**config.mk**
```make
export PLATFORM = sky130hd
export DESIGN_NAME = mux3_sel_arbiter
export DESIGN_NICKNAME = d
export VERILOG_FILES = /design/src/rtl/mux3_sel_arbiter.sv
export SDC_FILE = /design/constraint.sdc
export NUM_CORES = 1
export LEC_CHECK = 0
export ABC_AREA = 1
export BUFFER_PORTS_ARGS = -buffer_cell sky130_fd_sc_hd__buf_4
export CORE_MARGIN = 5
export CORE_UTILIZATION = 52
export CTS_BUF_LIST = sky130_fd_sc_hd__clkbuf_8
export CTS_CLUSTER_SIZE = 20
export DETAILED_ROUTE_END_ITERATION = 7
export PLACE_DENSITY = 0.76
export SYNTH_ARGS = -nofsm -noshare
export SYNTH_HDL_FRONTEND = slang
export SYNTH_SLANG_ARGS = --single-unit
```
**constraint.sdc**
```tcl
create_clock -name clk -period 1.45 [get_ports clk]
set_clock_uncertainty 0.1 [all_clocks]
set_input_delay 0.145 -clock clk [delete_from_list [all_inputs] [get_ports clk]]
set_output_delay 0.145 -clock clk [all_outputs]
set_load 0.05 [all_outputs]
```
**src/rtl/mux3_sel_arbiter.sv**
```systemverilog
// Round-robin arbiter driving the 3-bit select of a downstream 3:1 mux, with a hold limit.
// Latency: 1 cycle from sampled req to gnt/s; all outputs come from registers.
// Backpressure: none; an owner keeps the line until it drops req or is preempted at MAX_HOLD.
module mux3_sel_arbiter #(
  parameter int MAX_HOLD = 16
) (
  input  logic       clk,
  input  logic       reset,
  input  logic [2:0] req,
  output logic [2:0] gnt,
  output logic [2:0] s,
  output logic       busy,
  output logic [7:0] hold_cnt
);

  typedef enum logic {IDLE, GRANT} state_t;

  localparam bit         PREEMPT  = (MAX_HOLD != 0);
  localparam logic [7:0] HOLD_LIM = 8'(MAX_HOLD);

  state_t     state_q, state_d;
  logic [1:0] owner_q, owner_d;
  logic [1:0] last_q, last_d;
  logic [7:0] cnt_q, cnt_d;
  logic [2:0] owner_oh;
  logic [2:0] others;

  function automatic logic [1:0] next3(input logic [1:0] x);
    return (x == 2'd2) ? 2'd0 : x + 2'd1;
  endfunction

  // First set bit of r searching upward from index 'from' with wrap; lowest offset wins.
  function automatic logic [1:0] rr_pick(input logic [2:0] r, input logic [1:0] from);
    logic [1:0] pick;
    logic [2:0] sum;
    logic [1:0] idx;
    pick = from;
    for (int i = 2; i >= 0; i--) begin
      sum = {1'b0, from} + 3'(i);
      idx = (sum >= 3'd3) ? 2'(sum - 3'd3) : sum[1:0];
      if (r[idx]) pick = idx;
    end
    return pick;
  endfunction

  assign owner_oh = 3'b001 << owner_q;
  assign others   = req & ~owner_oh;

  always_ff @(posedge clk) begin
    if (reset) begin
      state_q <= IDLE;
      owner_q <= 2'd0;
      last_q  <= 2'd2;
      cnt_q   <= 8'd0;
    end else begin
      state_q <= state_d;
      owner_q <= owner_d;
      last_q  <= last_d;
      cnt_q   <= cnt_d;
    end
  end

  always_comb begin
    state_d = state_q;
    owner_d = owner_q;
    last_d  = last_q;
    cnt_d   = cnt_q;
    case (state_q)
      IDLE: begin
        if (req != 3'b000) begin
          owner_d = rr_pick(req, next3(last_q));
          cnt_d   = 8'd1;
          state_d = GRANT;
        end
      end
      GRANT: begin
        if (!req[owner_q]) begin
          last_d = owner_q;
          if (req != 3'b000) begin
            owner_d = rr_pick(req, next3(owner_q));
            cnt_d   = 8'd1;
          end else begin
            state_d = IDLE;
            cnt_d   = 8'd0;
          end
        end else if (PREEMPT && cnt_q == HOLD_LIM) begin
          // With no competitor the owner simply starts a fresh hold window.
          cnt_d = 8'd1;
          if (others != 3'b000) begin
            last_d  = owner_q;
            owner_d = rr_pick(others, next3(owner_q));
          end
        end else if (cnt_q != 8'hff) begin
          cnt_d = cnt_q + 8'd1;
        end
      end
      default: state_d = IDLE;
    endcase
  end

  assign busy     = (state_q == GRANT);
  assign gnt      = busy ? owner_oh : 3'b000;
  assign s        = busy ? {gnt[2], gnt[1], 1'b0} : 3'b001;
  assign hold_cnt = cnt_q;

endmodule

```
==> out/results.tsv, run 1 <==
metric	value	unit
seq_area_frac_synth	23.0	%
clock_latency	0.25	ns
placed_cells	249	
seq_power_share	27.2	%
grt_util_met1	30.0	%
synth.cell_area	0.00113	mm^2
wl_per_cell	15.7	um
rsz0062_at_grt	true	
max-vdd-ir-drop	0.000836	V
p_int	0.931	mW
power.share.clock	20.6	%
areaGrowthSynthToFinish	51.4	%
violations	negative setup slack	
final_common_cell	nand2_1	
setup_viol_count_final	15	
p_sw_share	44.5	%
root_buffer	clkbuf_8	
relSlewSlack	79.5	%
start_kind	flip-flop	
hold_path.class	in2reg	
max_freq	637	MHz
cts_buffers	3	
vias	1472	
tns	-0.682	ns
ys_seq_elements	13	
gp_congestion	0.944	
ioPinCount	20	
antenna_found_initial	0	
worstPathArrival	1.66	ns
clock_path_buffers	2	
setup_ws	-0.120	ns
final_max_slew_viol_count	0	
drt_iter0_drc	55	
use_met3	2.98	%
worstSetupPathType	reg2reg	
dpl.hpwl	2250	um
grt_pass1_vias	1270	
crit_required	1.54	ns
netlist_instances	194	
synthesis.nets	201	
drt-pass1-iter-count	4	
core_area	0.00202	mm^2
dieArea	0.00320	mm^2
busiest_layer	met2	
period_needed	1.57	ns
worst_hold_slack	0.0549	ns
start_util	55.9	%
grt_max_degree	12	
tritoncts	done	
dp_slack	-0.0737	ns
antenna_cells	0	
min_period_over_period	108	%
layout.cells.non_filler	258	
clk_pin_slew	0.06	ns
ys_types	29	
drc	0	
pwr-share-comb	52.1	%
ant_nets	0	
yosys_warnings	0	
grt_use_met2	35.5	%
power_density	981	mW/mm^2
grt_pass1_wl	5770	um
p_sw	0.748	mW
crit_fanout	6	
end_kind	flip-flop	
overflow	0	
final_cell_mix	nand2_1 (50), buf_4 (33), inv_1 (17)	
postPlaceCellArea	0.00144	mm^2
fp-row-count	16	
layout-drive-gt1-share	48.1	%
fp.dieH	56.6	um
die_w	56.6	um
h-tree-depth	1	
syn_area_per_cell	5.82	um^2
nNetsFinal	239	
fin_area	0.00171	mm^2
grt_usage	22.6	%
final_hold_viol_count	0	
p_leak	0.797	nW
cts.sinks	13	
drt-total-wl	4040	um
tightest_slew	0.304	ns
via_per_inst	5.71	
numPortBuffers	19	
status	complete, but fails checks	
cap_violations	0	
## per-layer routing
layer  share of wire [%]  wire [um]
met5                   0          0
met4                 4.7        188
met3                 6.8        274
met2                  49       1960
met1                  40       1610
## cells in the mapped netlist (all sizes together)
cell / number / area, um^2
buf: 9 / 63.8
inv: 26 / 100
nor2: 24 / 105
dfxtp: 13 / 260
a21oi: 11 / 55.1
nand4: 4 / 25.0
ha: 2 / 25.0
o21bai: 1 / 7.51
nor3: 5 / 30.0
nand2: 66 / 265
nand3: 22 / 120
xnor2: 1 / 8.76
o211ai: 1 / 7.51
or2: 1 / 6.26
xor2: 2 / 17.5
o21ai: 5 / 25.0
a21boi: 1 / 7.51
## cell families after synthesis
group                    after synthesis  share of synthesized area [%]
XOR/XNOR                               3                           2.33
AO/OA/AOI/OAI                         19                           9.08
buffers and inverters                 35                           14.5
flip-flops                            13                           23.0
adder cells (fa/ha/maj)                2                           2.21
AND/OR/NAND/NOR                      122                           48.8
## final timing paths
kind | endpoint | cells after the start | from | slack (ns)
hold reg to reg | hold_cnt[6] | 2 | hold_cnt[6] | 0.41
setup / recovery | hold_cnt[5] | 7 | owner_q[0] | -0.12
setup reg to reg | hold_cnt[5] | 7 | owner_q[0] | -0.12
hold / removal | hold_cnt[6] | 2 | reset | 0.05
## layout make-up
type,count,area [um^2]
multi-input combinational,147,887
timing repair buffer,41,342
fill,116,312
sequential,13,290
inverter,26,113
clock buffer,3,41.3
tap,27,33.8
clock inverter,1,3.75
## worst max-delay path: stages (launching register included)
cell and delay (ns):
dfxtp_4 0.38, buf_6 0.14, nand3_4 0.09, nand3_4 0.09, buf_4 0.15, nor3_1 0.27
nand2_1 0.13, a21oi_2 0.14
## registers in the layout (all words and copies together) (netlist names)
name and cells:
last_q 2, busy 1, hold_cnt 8, owner_q 2
## per-stage QoR
stage	power [mW]	utilization [%]
detailed placement	1.11	71.3
CTS	1.54	78.8
global placement	1.10	71.3
global route	1.76	84.6
finish	1.68	84.6
floorplan	0.907	-
## timing repair
item	CTS	global route
buffers inserted	4	1
pin swaps	10	14
gates cloned	1	0
hold buffers	0	0
gates resized for setup	24	32
endpoints found under the setup margin	14	15
## power by group through the flow
stage / Combinational [mW] / Sequential [mW] / Clock, mW
global route: 0.938 / 0.459 / 0.364
finish: 0.875 / 0.457 / 0.346
floorplan: 0.460 / 0.447 / 0
CTS: 0.751 / 0.443 / 0.342
detailed placement: 0.673 / 0.435 / 0
global placement: 0.662 / 0.433 / 0
(Power assumes the default switching activity.)
==> run 2: changes to the inputs <==
--- a/config.mk
+++ b/config.mk
@@ -8,11 +8,11 @@
 export ABC_AREA = 1
 export BUFFER_PORTS_ARGS = -buffer_cell sky130_fd_sc_hd__buf_4
 export CORE_MARGIN = 5
-export CORE_UTILIZATION = 52
+export CORE_UTILIZATION = 57
 export CTS_BUF_LIST = sky130_fd_sc_hd__clkbuf_8
 export CTS_CLUSTER_SIZE = 20
 export DETAILED_ROUTE_END_ITERATION = 7
-export PLACE_DENSITY = 0.76
+export PLACE_DENSITY = 0.79
 export SYNTH_ARGS = -nofsm -noshare
 export SYNTH_HDL_FRONTEND = slang
 export SYNTH_SLANG_ARGS = --single-unit
==> constraint.sdc (replaced) <==
create_clock -name clk -period 1.7 [get_ports clk]
set_clock_uncertainty 0.1 [all_clocks]
set_input_delay 0.17 -clock clk [delete_from_list [all_inputs] [get_ports clk]]
set_output_delay 0.17 -clock clk [all_outputs]
set_load 0.05 [all_outputs]
==> run 2 against run 1 <==
Effect of this change: the run now ends clean; sequential cell count is the same; fmax shrank 4.3%; routed wire length shrank 26%; via count shrank 10%; non-clock buffer count shrank 14; combinational power shrank 42%; first-iteration DRC count shrank 44%; utilization shrank 11 points; final area shrank 18%; global-route usage shrank 1.5 points; sequential share of layout area grew 2.5 points.
==> out/results.tsv, run 2 (synthesis gave the netlist of run 1 again) <==
metric	value	unit	change
status	finished clean		
ant_nets	0		unchanged
p_leak	0.701	nW	-12%
crit_chain	ha_2 > nand2_1 > inv_2 > nand2_2 > nor3_4 > nand2_2 > nand2_4 > inv_4 > o21ai_1 > nor2_1		
n_fill_cell	171		+47%
power_density	828	mW/mm^2	-16%
tns	0	ns	+0.682 ns
cts_buffers	3		unchanged
grt_pass1_wl	4600	um	-20%
fp-row-count	16		unchanged
core_area	0.00192	mm^2	-5.0%
nNetsFinal	225		-5.9%
h-tree-depth	1		unchanged
tightest_slew	0.392	ns	+0.0875 ns
power.total	1.16	mW	-31%
cpMaxStageDelayCell	dfxtp_4		
die_w	54.5	um	-3.7%
cts.sinks	13		unchanged
largest_reg_flops	8		unchanged
final_max_slew_viol_count	0		unchanged
clk_pin_slew	0.06	ns	about the same
max-vdd-ir-drop	0.000541	V	-35%
cpPeakStageDelay	0.36	ns	-0.02 ns
final_hold_viol_count	0		unchanged
clock_latency	0.25	ns	about the same
clock_path_buffers	2		unchanged
areaGrowthSynthToFinish	24.5	%	
layout-drive-gt1-share	29.0	%	-19 points
critical_path.top_delay_family	simple AND/OR/NAND/NOR gates		
antenna_found_initial	0		unchanged
grt_pass1_vias	1132		-11%
worstPathArrival	1.68	ns	+0.02 ns
tritoncts	done		
final_cell_mix	nand2_1 (60), buf_4 (27), inv_1 (21), nand3_1 (20), nor2_1 (17)		
setup_viol_count_final	0		-15
crit_required	1.74	ns	+0.20 ns
grt_usage	21.1	%	-1.5 points
overflow	0		unchanged
drt-pass1-iter-count	4		unchanged
relSlewSlack	73.8	%	-5.6 points
fp.dieH	54.5	um	-3.7%
gp_congestion	0.839		-11%
cap_violations	0		unchanged
drc	0		unchanged
fin_area	0.00141	mm^2	-18%
grt_max_degree	11		-1
start_kind	flip-flop		
antenna_cells	0		unchanged
vias	1319		-10%
ioPinCount	20		unchanged
dpl.hpwl	2200	um	-2.0%
via_per_inst	5.41		-5.3%
postPlaceCellArea	0.00130	mm^2	-9.7%
hold_path.class	in2reg		
end_kind	flip-flop		
max_freq	609	MHz	-4.3%
final_common_cell	nand2_1		
drt_iter0_drc	31		-44%
cp_num_buf_inv	2		unchanged
dieArea	0.00297	mm^2	-7.2%
numPortBuffers	19		unchanged
start_util	58.8	%	+2.9 points
worstSetupPathType	reg2reg		
wl_per_cell	12.2	um	-22%
crit_fanout	5		-1
root_buffer	clkbuf_8		
min_period_over_period	96.5	%	-12 points
cpMostUsedCell	nand2_2		
drt-total-wl	2980	um	-26%
period_needed	1.64	ns	+0.0711 ns
cts_hold_buf	0		unchanged
## run 2: cell types whose count changed in the layout (fill, tap and decap cells not counted), sizes merged
cell and delta:
clkinv +1, buf -14, inv -1
## run 2: path summary, 6_finish.rpt
path | endpoint | startpoint | cells past startpoint | slack [ns]
worst max register to register | hold_cnt[0] | hold_cnt[0] | 10 | 0.06
worst max-delay path | hold_cnt[0] | hold_cnt[0] | 10 | 0.06
worst min-delay path | hold_cnt[1] | reset | 2 | 0.07
worst min register to register | hold_cnt[2] | hold_cnt[2] | 2 | 0.41
## run 2: metrics by stage
stage / cells / setup slack (ns) / hold slack, ns / utilization (%)
2_1_floorplan: 194 / 0.00337 / 0.356 / -
3_3_place_gp: 235 / 0.0209 / 0.316 / 67.7
3_5_place_dp: 235 / 0.0101 / 0.319 / 67.7
4_1_cts: 239 / 0.0461 / 0.0589 / 70.2
5_1_grt: 244 / -0.0326 / 0.0575 / 73.2
6_report: 244 / 0.0590 / 0.0661 / 73.2
## run 2: per-layer routing
metal / vias up / GRT usage, % / part of all wire, %
li1: 662 / - / -
met1: 612 / 22.9 / 42
met2: 38 / 40.2 / 52
met3: 7 / 2.72 / 4.0
met4: 0 / 8.71 / 1.9
met5: - / 0 / 0
## run 2: final cells by class
class                   instances  area, um^2  share of cell area [%]
repair buffers                 27         203                    14.4
well taps                      27        33.8                    2.40
clock inverters                 1        5.00                   0.356
inverters                      26         100                    7.12
clock buffers                   3        41.3                    2.94
multi-input cells             147         749                    53.3
flip-flops and latches         13         274                    19.5
## run 2: report_power, final
group | internal [mW] | total, mW | switching, mW
registers | 0.332 | 0.380 | 0.0476
clock network | 0.162 | 0.281 | 0.119
logic | 0.173 | 0.504 | 0.332
## run 2: what timing repair did
item	4_1_cts	5_1_grt
setup buffers	0	4
gates cloned	0	1
resized for setup	1	6
endpoints found under the setup margin	1	9
pin swaps	0	3
==> run 3: changes to the inputs <==
--- a/config.mk
+++ b/config.mk
@@ -13,6 +13,7 @@
 export CTS_CLUSTER_SIZE = 20
 export DETAILED_ROUTE_END_ITERATION = 7
 export PLACE_DENSITY = 0.79
+export REMOVE_ABC_BUFFERS = 1
 export SYNTH_ARGS = -nofsm -noshare
 export SYNTH_HDL_FRONTEND = slang
 export SYNTH_SLANG_ARGS = --single-unit
==> run 3 against run 2 <==
Effect of this change: first-iteration DRC count grew 16%; utilization down 2.7 points; setup slack improved by 0.033 ns; sequential cell count is the same; fmax rose by 2.0%; hold slack worse by 0.0052 ns; sequential share of layout area up 0.28 points; power is 3.2% lower; register-to-register slack better by 0.03 ns; critical endpoint unchanged; largest power group unchanged; highest routed layer unchanged.
==> out/results.tsv, run 3 (synthesis gave the netlist of run 1 again) <==
metric	value	unit	change
worstPathArrival	1.65	ns	-0.03 ns
cpPeakStageDelay	0.37	ns	about the same
relSlewSlack	71.9	%	-1.9 points
dpl.hpwl	2300	um	+4.4%
max_freq	622	MHz	+2.0%
power.share.clock	24.4	%	+0.3 points
drt_iter0_drc	36		+16%
power_density	832	mW/mm^2	+0.46%
grt_usage	23.3	%	+2.2 points
drt-pass1-iter-count	5		+1
max-vdd-ir-drop	0.000802	V	+48%
crit_fanout	6		+1
start_kind	flip-flop		
power.total	1.13	mW	-3.2%
drt-total-wl	3050	um	+2.4%
vias	1308		-0.83%
min_period_over_period	94.6	%	-1.9 points
gp_congestion	0.930		+11%
antenna_cells	0		unchanged
final_hold_viol_count	0		unchanged
cts_hold_buf	0		unchanged
post_cts_buffers	0		unchanged
grt_pass1_vias	1143		+0.97%
cpMaxStageDelayCell	dfxtp_4		
fp-row-count	16		unchanged
tightest_slew	0.421	ns	+0.0287 ns
ant_nets	0		unchanged
largest_reg_flops	8		unchanged
end_kind	flip-flop		
fp.dieH	54.5	um	unchanged
layout-drive-gt1-share	25.1	%	-3.9 points
r2r_slack	0.09	ns	+0.03 ns
final_cell_mix	nand2_1 (60), buf_4 (25), inv_1 (22), nor2_1 (20), nand3_1 (20)		
p_int	0.646	mW	-3.2%
cts_buffers	3		unchanged
drc	0		unchanged
nNetsFinal	223		-0.89%
p_sw	0.482	mW	-3.2%
p_sw_share	42.7	%	about the same
final_common_cell	nand2_1		
core_area	0.00192	mm^2	unchanged
crit_required	1.74	ns	about the same
ioPinCount	20		unchanged
cap_violations	0		unchanged
grt_pass1_wl	4930	um	+7.0%
hold_path.class	in2reg		
setup_viol_count_final	0		unchanged
cts.sinks	13		unchanged
p_leak	0.676	nW	-3.5%
antenna_found_initial	0		unchanged
die_w	54.5	um	unchanged
clock_path_buffers	2		unchanged
wl_per_cell	12.6	um	+3.3%
tritoncts	done		
tns	0	ns	unchanged
dieArea	0.00297	mm^2	unchanged
cts.repair.resized	0		-1
h-tree-depth	1		unchanged
overflow	0		unchanged
status	finished clean		
seq_power_share	33.0	%	+0.4 points
grt_max_degree	12		+1
numPortBuffers	19		unchanged
final_max_slew_viol_count	0		unchanged
crit_chain	ha_2 > nand2_1 > inv_2 > nand2_2 > nor3_2 > nand2_2 > nand2_4 > inv_4 > o21ai_1 > nor2_1		
rsz0062_at_grt	false		
worstSetupPathType	reg2reg		
areaGrowthSynthToFinish	19.9	%	
root_buffer	clkbuf_8		
via_per_inst	5.40		about the same
start_util	58.8	%	unchanged
pwr-share-comb	42.6	%	-0.7 points
cpMostUsedCell	nand2_2		
clk_pin_slew	0.05	ns	about the same
clock_latency	0.25	ns	about the same
period_needed	1.61	ns	-0.0326 ns
## run 3: cell types whose count changed in the layout (fill, tap and decap cells not counted)
cell,change
buf_4,-2
clkinv_2,-1
dfxtp_1,+3
dfxtp_2,-2
dfxtp_4,-1
inv_1,+1
nor2_1,+3
nor2_4,-3
nor3_2,+1
nor3_4,-1
## run 3: power groups by stage
stage / combinational, mW / sequential [mW] / clock [mW]
after floorplan: 0.322 / 0.392 / 0
after global placement: 0.464 / 0.373 / 0
after detailed placement: 0.471 / 0.374 / 0
after CTS: 0.473 / 0.369 / 0.276
after global routing: 0.532 / 0.376 / 0.294
final: 0.480 / 0.372 / 0.275
## run 3: path summary, 6_finish.rpt
path                  to  depth (start not counted)        start
max          hold_cnt[0]                         10  hold_cnt[0]
min          hold_cnt[1]                          2        reset
max reg2reg  hold_cnt[0]                         10  hold_cnt[0]
min reg2reg    last_q[0]                          2    last_q[0]
## run 3: metal layers
| metal | vias up | global-route usage [%] | part of all wire (%) |
|---|---|---|---|
| li1 | 651 | - | - |
| met1 | 590 | 26.4 | 40 |
| met2 | 55 | 40.4 | 50 |
| met3 | 12 | 4.36 | 6.3 |
| met4 | 0 | 12.9 | 3.9 |
| met5 | - | 0 | 0 |
## run 3: area by class of cell
cell class	instances	area (um^2)
Clock buffer	3	41.3
Clock inverter	1	3.75
Fill cell	184	567
Inverter	26	100
Multi-Input combinational cell	147	721
Sequential cell	13	268
Tap cell	27	33.8
Timing Repair Buffer	25	188
## run 3: worst max-delay path, delay by kind of cell (launching register included)
family          cells  cell delay [ns]
fa+ha+maj           1             0.18
flops               1             0.37
simple gates        6             0.59
buf+inv             2             0.13
compound gates      1             0.11
## run 3: metrics by stage
| step | hold slack, ns | worst slack, ns | std cells | util [%] | cell area (um^2) |
|---|---|---|---|---|---|
| 3_3_place_gp | 0.322 | 0.0983 | 237 | 67.0 | 1290 |
| 5_1_grt | 0.0834 | 0.00301 | 242 | 70.5 | 1360 |
| 3_5_place_dp | 0.328 | 0.0315 | 237 | 67.0 | 1290 |
| 4_1_cts | 0.0678 | 0.0200 | 241 | 69.3 | 1330 |
| 6_report | 0.0609 | 0.0916 | 242 | 70.5 | 1360 |
| 2_1_floorplan | 0.137 | -1.55 | 185 | - | 1070 |
